**config.mk**
```make
export PLATFORM = sky130hd
export DESIGN_NAME = rx_decimator
export DESIGN_NICKNAME = d
export VERILOG_FILES = /design/src/rtl/rx_decimator.sv
export SDC_FILE = /design/constraint.sdc
export NUM_CORES = 1
export LEC_CHECK = 0
export BUFFER_PORTS_ARGS = -buffer_cell sky130_fd_sc_hd__clkbuf_2
export CORE_ASPECT_RATIO = 0.7
export CORE_MARGIN = 8
export CORE_UTILIZATION = 65
export CTS_BUF_LIST = sky130_fd_sc_hd__clkbuf_2
export DETAILED_ROUTE_END_ITERATION = 8
export PLACE_DENSITY = 0.83
export SLEW_MARGIN = 20
export SYNTH_ARGS = -nofsm -noshare
export SYNTH_HDL_FRONTEND = slang
export SYNTH_SLANG_ARGS = --single-unit
export TNS_END_PERCENT = 100
```
**constraint.sdc**
```tcl
create_clock -name clk -period 7.4 [get_ports clk]
set_input_delay 0.74 -clock clk [delete_from_list [all_inputs] [get_ports clk]]
set_output_delay 0.74 -clock clk [all_outputs]
set_load 0.01 [all_outputs]
```
**src/rtl/rx_decimator.sv**
```systemverilog
// Decimating I/Q accumulator: sums R signed samples per channel and queues
// each {Q_sum, I_sum} word in a show-ahead FIFO drained over AXI-stream.
module rx_decimator #(
    parameter int RATE_W       = 12,
    parameter int ACC_W        = 32,
    parameter int FIFO_DEPTH   = 16,
    parameter int DEFAULT_RATE = 10
) (
    input  logic                          clk,
    input  logic                          rst,
    input  logic [15:0]                   rate_axis_tdata_i,
    input  logic                          rate_axis_tvalid_i,
    input  logic [31:0]                   dds_iq_axis_tdata_i,
    input  logic                          dds_iq_axis_tvalid_i,
    output logic [2*ACC_W-1:0]            axis_tdata_o,
    output logic                          axis_tvalid_o,
    input  logic                          axis_tready_i,
    output logic                          overflow_o,
    output logic [$clog2(FIFO_DEPTH):0]   fifo_level_o
);

    localparam int PTR_W = $clog2(FIFO_DEPTH);
    localparam int LVL_W = PTR_W + 1;

    typedef enum logic {ACCUM = 1'b0} state_t;

    state_t                 state, state_next;
    logic [RATE_W-1:0]      rate_reg;
    logic [RATE_W-1:0]      cnt, cnt_next;
    logic [ACC_W-1:0]       acc_i, acc_q, acc_i_next, acc_q_next;
    logic [ACC_W-1:0]       s_i, s_q;
    logic [RATE_W-1:0]      new_rate, eff_rate, new_eff_rate;
    logic                   push;
    logic [2*ACC_W-1:0]     push_word;

    logic [2*ACC_W-1:0]     mem [FIFO_DEPTH];
    logic [PTR_W-1:0]       wr_ptr, rd_ptr;
    logic [LVL_W-1:0]       level;
    logic                   overflow;
    logic                   pop, full, wr_en;

    generate
        if (RATE_W < 16) begin : g_unused
            logic unused_rate_bits;
            assign unused_rate_bits = ^rate_axis_tdata_i[15:RATE_W];
        end
    endgenerate

    assign s_i = {{(ACC_W-16){dds_iq_axis_tdata_i[15]}}, dds_iq_axis_tdata_i[15:0]};
    assign s_q = {{(ACC_W-16){dds_iq_axis_tdata_i[31]}}, dds_iq_axis_tdata_i[31:16]};

    // A programmed rate of 0 is treated as 1 (every sample emits a word).
    assign new_rate     = rate_axis_tdata_i[RATE_W-1:0];
    assign eff_rate     = (rate_reg == '0) ? RATE_W'(1) : rate_reg;
    assign new_eff_rate = (new_rate == '0) ? RATE_W'(1) : new_rate;

    always_comb begin
        state_next = state;
        acc_i_next = acc_i;
        acc_q_next = acc_q;
        cnt_next   = cnt;
        push       = 1'b0;
        push_word  = '0;
        case (state)
            ACCUM: begin
                if (rate_axis_tvalid_i) begin
                    // Rate load restarts the block; a same-cycle sample opens the new one.
                    acc_i_next = '0;
                    acc_q_next = '0;
                    cnt_next   = '0;
                    if (dds_iq_axis_tvalid_i) begin
                        if (new_eff_rate == RATE_W'(1)) begin
                            push      = 1'b1;
                            push_word = {s_q, s_i};
                        end else begin
                            acc_i_next = s_i;
                            acc_q_next = s_q;
                            cnt_next   = RATE_W'(1);
                        end
                    end
                end else if (dds_iq_axis_tvalid_i) begin
                    if (cnt == eff_rate - RATE_W'(1)) begin
                        push       = 1'b1;
                        push_word  = {acc_q + s_q, acc_i + s_i};
                        acc_i_next = '0;
                        acc_q_next = '0;
                        cnt_next   = '0;
                    end else begin
                        acc_i_next = acc_i + s_i;
                        acc_q_next = acc_q + s_q;
                        cnt_next   = cnt + RATE_W'(1);
                    end
                end
                state_next = ACCUM;
            end
            default: state_next = ACCUM;
        endcase
    end

    assign pop   = axis_tvalid_o && axis_tready_i;
    assign full  = (level == LVL_W'(FIFO_DEPTH));
    assign wr_en = push && (!full || pop);

    always_ff @(posedge clk) begin
        if (rst) begin
            state    <= ACCUM;
            rate_reg <= RATE_W'(DEFAULT_RATE);
            acc_i    <= '0;
            acc_q    <= '0;
            cnt      <= '0;
            wr_ptr   <= '0;
            rd_ptr   <= '0;
            level    <= '0;
            overflow <= 1'b0;
        end else begin
            state <= state_next;
            if (rate_axis_tvalid_i) begin
                rate_reg <= new_rate;
            end
            acc_i <= acc_i_next;
            acc_q <= acc_q_next;
            cnt   <= cnt_next;
            if (wr_en) begin
                wr_ptr <= wr_ptr + PTR_W'(1);
            end
            if (pop) begin
                rd_ptr <= rd_ptr + PTR_W'(1);
            end
            if (wr_en && !pop) begin
                level <= level + LVL_W'(1);
            end else if (!wr_en && pop) begin
                level <= level - LVL_W'(1);
            end
            if (push && full && !pop) begin
                overflow <= 1'b1;
            end
        end
    end

    always_ff @(posedge clk) begin
        if (wr_en) begin
            mem[wr_ptr] <= push_word;
        end
    end

    assign axis_tvalid_o = (level != '0);
    assign axis_tdata_o  = axis_tvalid_o ? mem[rd_ptr] : '0;
    assign overflow_o    = overflow;
    assign fifo_level_o  = level;

endmodule

```
==> impl_metrics.json <==
{
  "min_period_ps": 5558,
  "cts_buffers": 241,
  "clk_latency_ps": 1520,
  "p_int_uw": 9739,
  "synth_seq_cells": 1130,
  "worstSetupPathType": "reg2reg",
  "syn2layout_area_growth_pct": 10.76,
  "hp-class": "in2reg",
  "met2_usage_pct": 44.07,
  "grt_pass1_wl_mm": 175.4,
  "ys.flop_type": "edfxtp_1",
  "synthTopCellsByArea": "edfxtp_1, mux4_2, dfxtp_1",
  "synth_seq_area_share_pct": 69.21,
  "core_um2": 72800,
  "hold_violations": 0,
  "instances_no_fill": 4179,
  "synth_xor_area_share_pct": 1.696,
  "dieHeight_um": 242.2,
  "synth_top_family_by_area": "multiplexers",
  "reg2regPathDepth": 14,
  "start_util_pct": 65.24,
  "core.rowCount": 83,
  "worst_clock_skew_ps": 115.0,
  "p_comb_share_pct": 20.0,
  "gp_routability_congestion": 0.9301,
  "cp_common_cell": "and3_4",
  "tightestPinTransition_ps": 1180,
  "sw_frac_of_total_pct": 28.76,
  "cts_tree": "built",
  "yosys_warnings": 0,
  "clock_sinks": 1130,
  "top_usage_layer": "met2",
  "cts_resized": 0,
  "cts.path.max_buffers": 3,
  "clockPowerShare_pct": 28.2,
  "max_cap_violations": 0,
  "largestRegisters": "mem: 1024 flops, acc_i: 32 flops, acc_q: 32 flops",
  "synth-compound-area-share_pct": 5.329,
  "drc": 0,
  "synthArstFlopShare_pct": 0,
  "grt_pass1_vias": 28360,
  "regToRegEndpoint": "mem[12][11]",
  "ant_nets": 0,
  "dieArea_um2": 82120,
  "grt_max_degree": 142,
  "cp_cell_sequence": "or4_4 > nor4_2 > and2_2 > nor2_1 > ha_1 > xnor2_1 > a31oi_1 > o21ai_0 > a2111oi_2 > and4_1 > and3_4 > o21a_1 > and3_4 > buf_4",
  "antenna_found_initial": 9,
  "grtUsageMet3_pct": 7.291,
  "p_leak_uw": 0.01781,
  "postLayoutCellArea_um2": 52610,
  "final_layout_size_suffix_gt1_share_pct": 30.95,
  "firstDrtPassIters": 6,
  "synth_largest_area_cell": "edfxtp_1",
  "via_per_inst": 6.631,
  "status": "finished clean",
  "synth-simple-area-share_pct": 4.636,
  "regToRegSetupSlack_ps": 1840,
  "max_slew_margin_pct": 21.06,
  "placed_cells": 3648,
  "start_kind": "flop",
  "synth.top_cell.area_share_pct": 64.74,
  "setup_viol": 0,
  "grtUsageTotal_pct": 28.49,
  "r2r-start": "rate_reg[5]",
  "fin_tns_setup_ps": 0,
  "slew_viol_final": 0,
  "nets": 3122,
  "synthCells": 2617,
  "die_x_um": 339.1,
  "synthMuxAreaShare_pct": 15.57,
  "synth_nets": 2746,
  "largest_reg_flops": 1024,
  "peakVddDrop_v": 0.0001744,
  "drt_first_iter_violations": 3775,
  "post_synth.cell_area_avg_um2": 18.15,
  "ios": 124,
  "wl_per_cell_um": 28.17,
  "hold_depth": 4,
  "regMostFlops": "mem",
  "dp_hpwl_mm": 68.64,
  "yosys.area_share.adder_pct": 2.049,
  "netlist_area_um2": 47500,
  "power.switching_uw": 3932,
  "fmax_mhz": 179.9,
  "placed_area_um2": 49470,
  "min_period_over_period_pct": 75.11,
  "powerDensity_nw_per_um2": 259.9,
  "critical_path_arrival_ps": 6720,
  "synth_edf_count": 1024,
  "end_kind": "flop",
  "cts_max_level": 4,
  "cp_max_fo": 48,
  "synth_cell_types": 85,
  "clkTransAtPathRegs_ps": 100,
  "slowest_stage": "and3_4",
  "port_buffers": 119,
  "required_ps": 8560,
  "whs_endpoint": "rate_reg[8]",
  "cp_slowest_stage_delay_ps": 1050,
  "rsz0062_at_grt": "no",
  "worstHoldStart": "rate_axis_tdata_i[8]",
  "whs_ps": 165.8,
  "wirelength_mm": 117.7,
  "overflow": 0,
  "clockRootBuffer": "clkbuf_2",
  "met1_usage_pct": 40.03,
  "seqPwrFrac_pct": 51.8,
  "vias": 27710
}
[power by group through the flow]
| stage | Clock [uW] | Sequential (uW) | Combinational (uW) |
|---|---|---|---|
| final | 3860 | 7080 | 2730 |
| after global routing | 4220 | 7090 | 2920 |
| after CTS | 3900 | 7080 | 2730 |
| after detailed placement | 0 | 7220 | 2670 |
| after global placement | 0 | 7220 | 2600 |
| after floorplan | 0 | 7140 | 1970 |
[final cells by class]
cell class	instances	area (um^2)
flip-flops and latches	1130	32890
fillers	4355	20190
multi-input cells	1313	14070
repair buffers	276	2022
clock buffers	373	1867
well taps	977	1222
clock inverters	72	402.9
inverters	31	116.4
diodes	7	17.52
[kinds of logic (layout without fill, tap and decap cells)]
group	count (synthesis)	count (layout)
other cells	0	7
compound gates	371	371
buf+inv	174	752
fa+ha+maj	76	76
xor+xnor	92	92
flops	1130	1130
simple gates	435	435
mux	339	339
[how the worst max path moves through the flow]
stage,start,endpoint,slack (ps),cells after the start
2_1_floorplan,rate_reg[6],mem[10][0],2370,16
3_5_place_dp,rate_reg[5],mem[12][15],1860,14
6_report,rate_reg[5],mem[12][11],1840,14
4_1_cts,flop,axis_tdata_o[45],1720,5
3_3_place_gp,rate_reg[5],mem[12][15],2000,14
5_1_grt,rate_reg[2],fifo_level_o[4],1540,20
[timing repair]
item	4_1_cts	5_1_grt
hold buffers	79	0
hold endpoints to repair	472	0
buffers inserted	0	0
[worst max-delay path, delay by kind of cell, from the launching register on]
kind,cells,cell delay [ps]
xor+xnor,1,130
fa+ha+maj,1,290
buf+inv,1,460
flops,1,410
compound gates,4,1210
simple gates,7,2710
[synth_stat cells (all sizes together), types with 5 or more instances]
cell type,instances
a2111oi,5
o21a,9
xor2,43
a21o,28
o211a,19
inv,31
o31ai,5
mux2i,19
nand3,46
nand3b,5
a31oi,17
clkbuf,103
o211ai,15
nor2,124
nor3,44
o21bai,7
a211oi,19
a21oi,88
or3,8
nand2b,5
a221oi,25
dfxtp,106
o21ai,109
edfxtp,1024
nand4,9
buf,40
nand2,73
nor2b,5
or4,5
nor4,8
mux4,320
ha,73
and2,72
and3,21
xnor2,49
[placed cells by master, fill, tap and decap left out, types with 15 or more instances in the layout]
cell              n
nand2_1          71
mux4_2          320
dfxtp_1         102
a31oi_1          16
nor3_1           42
inv_1            31
o211ai_1         15
buf_4            74
a21o_1           27
and2_1           67
a21oi_1          72
nand3_1          46
xnor2_1          49
a211oi_1         18
dlygate4sd3_1    79
a21oi_2          16
edfxtp_1       1024
ha_1             73
o21ai_0         101
mux2i_1          19
clkinv_1         50
nor2_1          119
clkbuf_2        492
o211a_1          19
xor2_1           43
[per-stage QoR]
| stage | util, % | power (uW) | worst slack, ps |
|---|---|---|---|
| after floorplan | - | 9109 | 2366 |
| after global placement | 67.94 | 9820 | 1996 |
| after detailed placement | 67.95 | 9893 | 1857 |
| after CTS | 72.16 | 13710 | 1720 |
| after global routing | 72.25 | 14230 | 1543 |
| final | 72.26 | 13670 | 1842 |
[per-layer routing]
metal  up-vias  wire (um)
li1      11590          -
met4         6       2985
met2      1936      55810
met1     13920      44630
met3       255      14260
met5         -         34
Power figures use the tool's default switching activity.
